File: src/rtl/romix_pkg.sv
// Shared sizing constants for the ROMix block loader, datapath and controller.
package romix_pkg;

    localparam int unsigned WORD_W = 32;
    localparam int unsigned WORDS  = 32;
    localparam int unsigned BLK_W  = WORD_W * WORDS;
    localparam int unsigned IDX_W  = $clog2(WORDS);

endpackage

File: src/rtl/romix_block_loader_if.sv
// Word-stream input and packed-block output bundle of the ROMix block loader.
interface romix_block_loader_if;
    import romix_pkg::*;

    logic              s_valid;
    logic              s_ready;
    logic [WORD_W-1:0] s_data;
    logic              s_last;
    logic              m_valid;
    logic              m_ready;
    logic [BLK_W-1:0]  m_data;
    logic              err;
    logic [1:0]        fill_level;

    // Environment side: produces words, consumes blocks.
    modport master (
        output s_valid, s_data, s_last, m_ready,
        input  s_ready, m_valid, m_data, err, fill_level
    );

    // Loader side.
    modport slave (
        input  s_valid, s_data, s_last, m_ready,
        output s_ready, m_valid, m_data, err, fill_level
    );

endinterface

File: src/rtl/romix_blk_slot.sv
// One ping-pong slot: block register with per-word write enables and a full flag.
module romix_blk_slot #(
    parameter int unsigned WORD_W = 32,
    parameter int unsigned WORDS  = 32
) (
    input  logic                     clk,
    input  logic                     reset,
    input  logic                     clear,
    input  logic [WORDS-1:0]         word_we,
    input  logic [WORD_W-1:0]        wdata,
    input  logic                     set_full,
    input  logic                     clr_full,
    output logic [WORD_W*WORDS-1:0]  data,
    output logic                     full
);

    logic [WORDS-1:0][WORD_W-1:0] data_q;
    logic                         full_q;

    always_ff @(posedge clk or posedge reset) begin
        if (reset) begin
            data_q <= '0;
        end else if (clear) begin
            data_q <= '0;
        end else begin
            for (int k = 0; k < int'(WORDS); k++) begin
                if (word_we[k]) data_q[k] <= wdata;
            end
        end
    end

    // Set and clear never coincide: a slot is filled only while empty, read only while full.
    always_ff @(posedge clk or posedge reset) begin
        if (reset) begin
            full_q <= 1'b0;
        end else if (clear) begin
            full_q <= 1'b0;
        end else if (set_full) begin
            full_q <= 1'b1;
        end else if (clr_full) begin
            full_q <= 1'b0;
        end
    end

    assign data = data_q;
    assign full = full_q;

endmodule

File: src/rtl/romix_block_loader.sv
// Packs a 32-bit word stream into 1024-bit blocks through a two-slot ping-pong buffer.
module romix_block_loader import romix_pkg::*; #(
    parameter int unsigned WORD_W    = 32,
    parameter int unsigned WORDS     = 32,
    parameter int unsigned BYTE_SWAP = 0
) (
    input  logic                 clk,
    input  logic                 reset,
    input  logic                 flush,
    romix_block_loader_if.slave  bus
);

    localparam logic [IDX_W-1:0] LastIdx = IDX_W'(WORDS - 1);

    function automatic logic [WORD_W-1:0] swap_bytes(input logic [WORD_W-1:0] w);
        logic [WORD_W-1:0] r;
        r = '0;
        for (int b = 0; b < int'(WORD_W / 8); b++) begin
            r[8*b +: 8] = w[int'(WORD_W) - 8 - 8*b +: 8];
        end
        return r;
    endfunction

    logic                     wr_sel_q, wr_sel_d;
    logic                     rd_sel_q, rd_sel_d;
    logic [IDX_W-1:0]         idx_q, idx_d;
    logic                     err_q, err_d;
    logic [1:0]               full;
    logic [WORD_W*WORDS-1:0]  slot_data [2];
    logic                     s_ready;
    logic                     accept, read, is_last, complete;
    logic [WORDS-1:0]         word_onehot;
    logic [WORD_W-1:0]        wdata;

    assign s_ready     = !full[wr_sel_q];
    assign accept      = bus.s_valid && s_ready;
    assign read        = full[rd_sel_q] && bus.m_ready;
    assign is_last     = idx_q == LastIdx;
    assign complete    = accept && is_last;
    assign word_onehot = WORDS'(1) << idx_q;
    assign wdata       = (BYTE_SWAP != 0) ? swap_bytes(bus.s_data) : bus.s_data;

    for (genvar i = 0; i < 2; i++) begin : g_slot
        logic sel_wr, sel_rd;
        assign sel_wr = wr_sel_q == 1'(i);
        assign sel_rd = rd_sel_q == 1'(i);

        romix_blk_slot #(
            .WORD_W (WORD_W),
            .WORDS  (WORDS)
        ) u_slot (
            .clk      (clk),
            .reset    (reset),
            .clear    (flush),
            .word_we  ((accept && sel_wr) ? word_onehot : '0),
            .wdata    (wdata),
            .set_full (complete && sel_wr),
            .clr_full (read && sel_rd),
            .data     (slot_data[i]),
            .full     (full[i])
        );
    end

    // An early s_last drops the partial block; a missing one still completes it.
    always_comb begin
        idx_d    = idx_q;
        wr_sel_d = wr_sel_q;
        rd_sel_d = rd_sel_q;
        err_d    = 1'b0;
        if (flush) begin
            idx_d    = '0;
            wr_sel_d = 1'b0;
            rd_sel_d = 1'b0;
        end else begin
            if (accept) begin
                err_d = bus.s_last != is_last;
                if (is_last) begin
                    idx_d    = '0;
                    wr_sel_d = !wr_sel_q;
                end else if (bus.s_last) begin
                    idx_d = '0;
                end else begin
                    idx_d = idx_q + 1'b1;
                end
            end
            if (read) rd_sel_d = !rd_sel_q;
        end
    end

    always_ff @(posedge clk or posedge reset) begin
        if (reset) begin
            idx_q    <= '0;
            wr_sel_q <= 1'b0;
            rd_sel_q <= 1'b0;
            err_q    <= 1'b0;
        end else begin
            idx_q    <= idx_d;
            wr_sel_q <= wr_sel_d;
            rd_sel_q <= rd_sel_d;
            err_q    <= err_d;
        end
    end

    assign bus.s_ready    = s_ready;
    assign bus.m_valid    = full[rd_sel_q];
    assign bus.m_data     = rd_sel_q ? slot_data[1] : slot_data[0];
    assign bus.err        = err_q;
    assign bus.fill_level = {1'b0, full[0]} + {1'b0, full[1]};

endmodule

File: src/flat_wrapper.sv
// flat-port wrapper written by rule: the top's interface ports become plain ports
module romix_block_loader_flat import romix_pkg::*;
#(
    parameter int unsigned WORD_W    = 32,
    parameter int unsigned WORDS     = 32,
    parameter int unsigned BYTE_SWAP = 0
)
  (clk, reset, flush, bus_s_valid, bus_s_data, bus_s_last, bus_m_ready, bus_s_ready, bus_m_valid, bus_m_data, bus_err, bus_fill_level);
  romix_block_loader_if bus_i ();
  input  logic clk;
  input  logic reset;
  input  logic flush;
  input wire logic [$bits(bus_i.s_valid)-1:0] bus_s_valid;
  input wire logic [$bits(bus_i.s_data)-1:0] bus_s_data;
  input wire logic [$bits(bus_i.s_last)-1:0] bus_s_last;
  input wire logic [$bits(bus_i.m_ready)-1:0] bus_m_ready;
  output wire logic [$bits(bus_i.s_ready)-1:0] bus_s_ready;
  output wire logic [$bits(bus_i.m_valid)-1:0] bus_m_valid;
  output wire logic [$bits(bus_i.m_data)-1:0] bus_m_data;
  output wire logic [$bits(bus_i.err)-1:0] bus_err;
  output wire logic [$bits(bus_i.fill_level)-1:0] bus_fill_level;
  assign bus_i.s_valid = bus_s_valid;
  assign bus_i.s_data = bus_s_data;
  assign bus_i.s_last = bus_s_last;
  assign bus_i.m_ready = bus_m_ready;
  assign bus_s_ready = bus_i.s_ready;
  assign bus_m_valid = bus_i.m_valid;
  assign bus_m_data = bus_i.m_data;
  assign bus_err = bus_i.err;
  assign bus_fill_level = bus_i.fill_level;
  romix_block_loader #(.WORD_W(WORD_W), .WORDS(WORDS), .BYTE_SWAP(BYTE_SWAP)) u_core (.clk(clk), .reset(reset), .flush(flush), .bus(bus_i));
endmodule
File: config.mk
export PLATFORM = sky130hd
export DESIGN_NAME = romix_block_loader_flat
export DESIGN_NICKNAME = d
export VERILOG_FILES = /design/src/rtl/romix_pkg.sv /design/src/rtl/romix_block_loader_if.sv /design/src/rtl/romix_blk_slot.sv /design/src/rtl/romix_block_loader.sv /design/src/flat_wrapper.sv
export SDC_FILE = /design/constraint.sdc
export NUM_CORES = 2
export LEC_CHECK = 0
export ABC_AREA = 1
export BUFFER_PORTS_ARGS = -buffer_cell sky130_fd_sc_hd__buf_2
export CORE_ASPECT_RATIO = 1.5
export CORE_UTILIZATION = 50
export CTS_BUF_LIST = sky130_fd_sc_hd__clkbuf_4
export DETAILED_ROUTE_END_ITERATION = 12
export PLACE_DENSITY = 0.67
export SETUP_SLACK_MARGIN = 0.02
export SLEW_MARGIN = 0
export SYNTH_ARGS = -nofsm -noshare
export SYNTH_HDL_FRONTEND = slang
export SYNTH_SLANG_ARGS = --single-unit
File: constraint.sdc
create_clock -name clk -period 219.4 [get_ports clk]
set_input_delay 43.88 -clock clk [delete_from_list [all_inputs] [get_ports clk]]
set_output_delay 43.88 -clock clk [all_outputs]
set_load 0.005 [all_outputs]
==> Implementation_results.wiki <==
{| class="wikitable"
! Metric !! Value
|-
| Run status || completed
|-
| Initial Util || 50.44%
|-
| Utilization of the core after routing || 56.94%
|-
| Detailed-routing iteration count for the pre-antenna-repair pass || 6
|-
| Pwr Density || 6.939 nW/µm²
|-
| Busiest layer in global routing || met2
|-
| Final setup margin || 169.74 ns
|-
| Longest Clk Path Bufs || 4
|-
| Count of nets after finishing || 10820
|-
| Root buffer selected by CTS || clkbuf_4
|-
| Setup violations, final || 0
|-
| Total setup buffers inserted after CTS || 0
|-
| Post-synthesis cell type count || 26
|-
| H-tree lvl count || 5
|-
| Maximum number of pins on one net before global-route repair || 237
|-
| Leading cell types by total area after synthesis || dfrtp_1 56%, nand2_1 15%, mux2_2 13%
|-
| Via count of the first global-routing pass || 75300
|-
| Top_reg_cell synth || dfrtp_1
|-
| Synth area leader || dfrtp_1
|-
| Slew headroom || 7.826%
|-
| Count of buffers inserted at the top-level ports || 1066
|-
| Met2 routing resource usage after global routing || 54.69%
|-
| Yosys Warn Count || 0
|-
| Die area || 186200 µm²
|-
| 1st-iter DRT viols || 8580
|-
| Setup Skew || 0.09062 ns
|-
| Wire length reported by the detailed router || 341900 µm
|-
| Most repeated cell in the gate-level netlist after synthesis || nand2_1
|-
| Clock period minus final worst setup slack || 49.66 ns
|-
| Post-placement worst setup slack || 169.61 ns
|-
| Total GRT Usage || 35.87%
|-
| Gate count of the mapped netlist || 9947
|-
| Startpoint class of the critical path || flop
|-
| Area share of the largest cell type after synthesis || 55.85%
|-
| Mean routed wirelength per cell || 25.19 µm
|-
| CTS tree || yes
|-
| Upper clock frequency limit || 20.14 MHz
|-
| Leakage Power || 59.18 nW
|-
| Arrival time at the worst endpoint || 5.78 ns
|-
| Fraction of synthesis flops using an asynchronous set or reset pin || 100.0%
|-
| Power after layout || 722.3 µW
|-
| Flip-flop and latch count after synthesis || 2058
|-
| First-pass GRT wire length || 499200 µm
|-
| Share of cells above drive strength 1 || 28.06%
|-
| Core region area || 182800 µm²
|-
| Final critical-path share of the clock period || 22.64%
|-
| Std-Cell Rows || 192
|-
| Post-CTS Resized || 0
|-
| Clock tree sinks || 2058
|-
| Overflow left after global routing || 0
|-
| Largest driver fanout on the critical path || 161
|-
| Commonest cells in the synthesized netlist || 3773 x nand2_1, 2058 x dfrtp_1, 1562 x nand3_1, 1024 x mux2_2, 418 x buf_2
|-
| Met3 routing resource usage after global routing || 11.47%
|-
| Ports || 1067
|-
| Number of hold-repair buffers added at the cts stage || 0
|-
| Mean cell area of the mapped netlist || 9.270 µm²
|-
| Fraction of the yosys area taken by sequential cells || 55.85%
|-
| Clock latency on the worst-skew pair || 1.28 ns
|-
| Required arrival time at the worst endpoint || 175.52 ns
|-
| Netlist area before placement || 92200 µm²
|-
| Setup repair after global routing missed its margin || no
|-
| Number of antenna violations at the first check in global routing || 24
|-
| Setup TNS || 0 ns
|-
| Worst min path class || flop to flop
|-
| Worst Hold Margin || 0.4676 ns
|-
| Critical path capture point type || primary output
|-
| Slew at the pin with the worst max-slew slack || 1.383 ns
|-
| Global placement routability congestion || 0.8585
|-
| Placed wire-length estimate || 208400 µm
|-
| Vias per std cell || 5.738
|-
| Number of vias after detailed routing || 77870
|-
| DRC || 0
|-
| Global-route track usage on met1 || 45.34%
|-
| Sequential cell area || 51500 µm²
|-
| Post-Synthesis Net Count || 9993
|-
| Final Max Tran Viols || 0
|-
| Number of CTS-inserted buffers || 485
|-
| Area of the multi-input gates || 36590 µm²
|-
| Final hold viol count || 0
|-
| Type of the worst setup path || flop to primary output
|-
| Filler instances || 16360
|-
| Maximum Capacitance Violations || 0
|-
| Register clock-pin slew on the reported worst setup and hold paths || 0.07 ns
|-
| Die height || 527.9 µm
|-
| Antenna-violating nets left || 0
|-
| Chip width || 352.6 µm
|-
| Number of synthesized flops with an enable pin || 0
|-
| Synthesis-to-finish area growth || 12.89%
|-
| Worst ir drop on vdd || 0.006126 mV
|}
-- registers in the layout (all words and copies together), names as in the netlist --
name and flops:
u_core.g_slot.u_slot.full 2, u_core.g_slot.sel_wr 1, u_core.g_slot.u_slot.data 2048, u_core.bus.err 1, u_core.g_slot.sel_rd 1, u_core.idx_q 5
-- final timing paths --
check | endpoint | startpoint | slack, ns | cells past startpoint
setup / recovery | bus_m_data[418] | u_core.g_slot[1].sel_rd | 169.74 | 5
hold / removal | u_core.g_slot[0].u_slot.data[1006] | u_core.g_slot[0].u_slot.data[1006] | 0.47 | 2
setup reg to reg | u_core.g_slot[1].u_slot.data[260] | u_core.g_slot[1].u_slot.full | 215.61 | 7
hold reg to reg | u_core.g_slot[0].u_slot.data[1006] | u_core.g_slot[0].u_slot.data[1006] | 0.47 | 2
max in group asynchronous | u_core.g_slot[0].u_slot.data[306] | reset | 170.95 | 8
min in group asynchronous | u_core.g_slot[1].u_slot.data[133] | reset | 42.75 | 2
-- stage by stage --
stage,area [µm²],std cells
5_1_grt,104100,13560
3_5_place_dp,98100,12720
3_3_place_gp,98100,12720
2_1_floorplan,92200,9947
4_1_cts,104100,13560
6_report,104100,13570
-- metal layers --
| metal | vias to the layer above | part of all wire [%] |
|---|---|---|
| met2 | 4070 | 45 |
| met3 | 758 | 11 |
| met5 | - | 0.019 |
| met1 | 38680 | 38 |
| met4 | 12 | 5.8 |
| li1 | 34350 | - |
-- final cells by class --
type / count / area share, %
Multi-Input combinational cell: 6930 / 35.15
Tap cell: 2425 / 2.915
Antenna cell: 13 / 0.03125
Sequential cell: 2058 / 49.48
Clock inverter: 131 / 0.6034
Timing Repair Buffer: 1219 / 6.337
Clock buffer: 711 / 5.128
Inverter: 83 / 0.3570
-- power by group --
group / internal (mW) / switching [mW]
combinational: 0.00362 / 0.0307
clock: 0.151 / 0.155
sequential: 0.381 / 0.000882
-- cells by family (layout without fill, tap and decap cells) --
group / count (synthesis) / in the layout / share of synthesized area, %
and+or+nand+nor: 5439 / 5439 / 24.43
other: 0 / 13 / 0
DFF: 2058 / 2058 / 55.85
muxes: 1024 / 1024 / 12.51
xor gates and xnor gates: 2 / 2 / 0.01900
buffers and inverters: 959 / 2144 / 4.599
AOI/OAI and AO/OA: 457 / 457 / 2.481
adders and majority gates: 8 / 8 / 0.1086
-- cell usage in the layout (no fill, tap or decap), drive strengths merged --
cell type  count
nand2       3812
o21ai        455
diode         13
xnor2          1
a21oi          2
nor3           1
dfrtp       2058
nand4          1
clkinv       148
bufinv         3
xor2           1
buf         1219
inv           59
mux2        1024
ha             8
nand3       1564
nor2          61
clkinvlp       4
clkbuf       711
-- critical path: stages (launching register included) --
cell,delay [ns]
dfrtp_4,1.02
buf_12,0.70
buf_12,0.60
buf_4,0.96
mux2_2,0.48
buf_2,0.16
No activity file was read; power rests on OpenSTA's default activity.
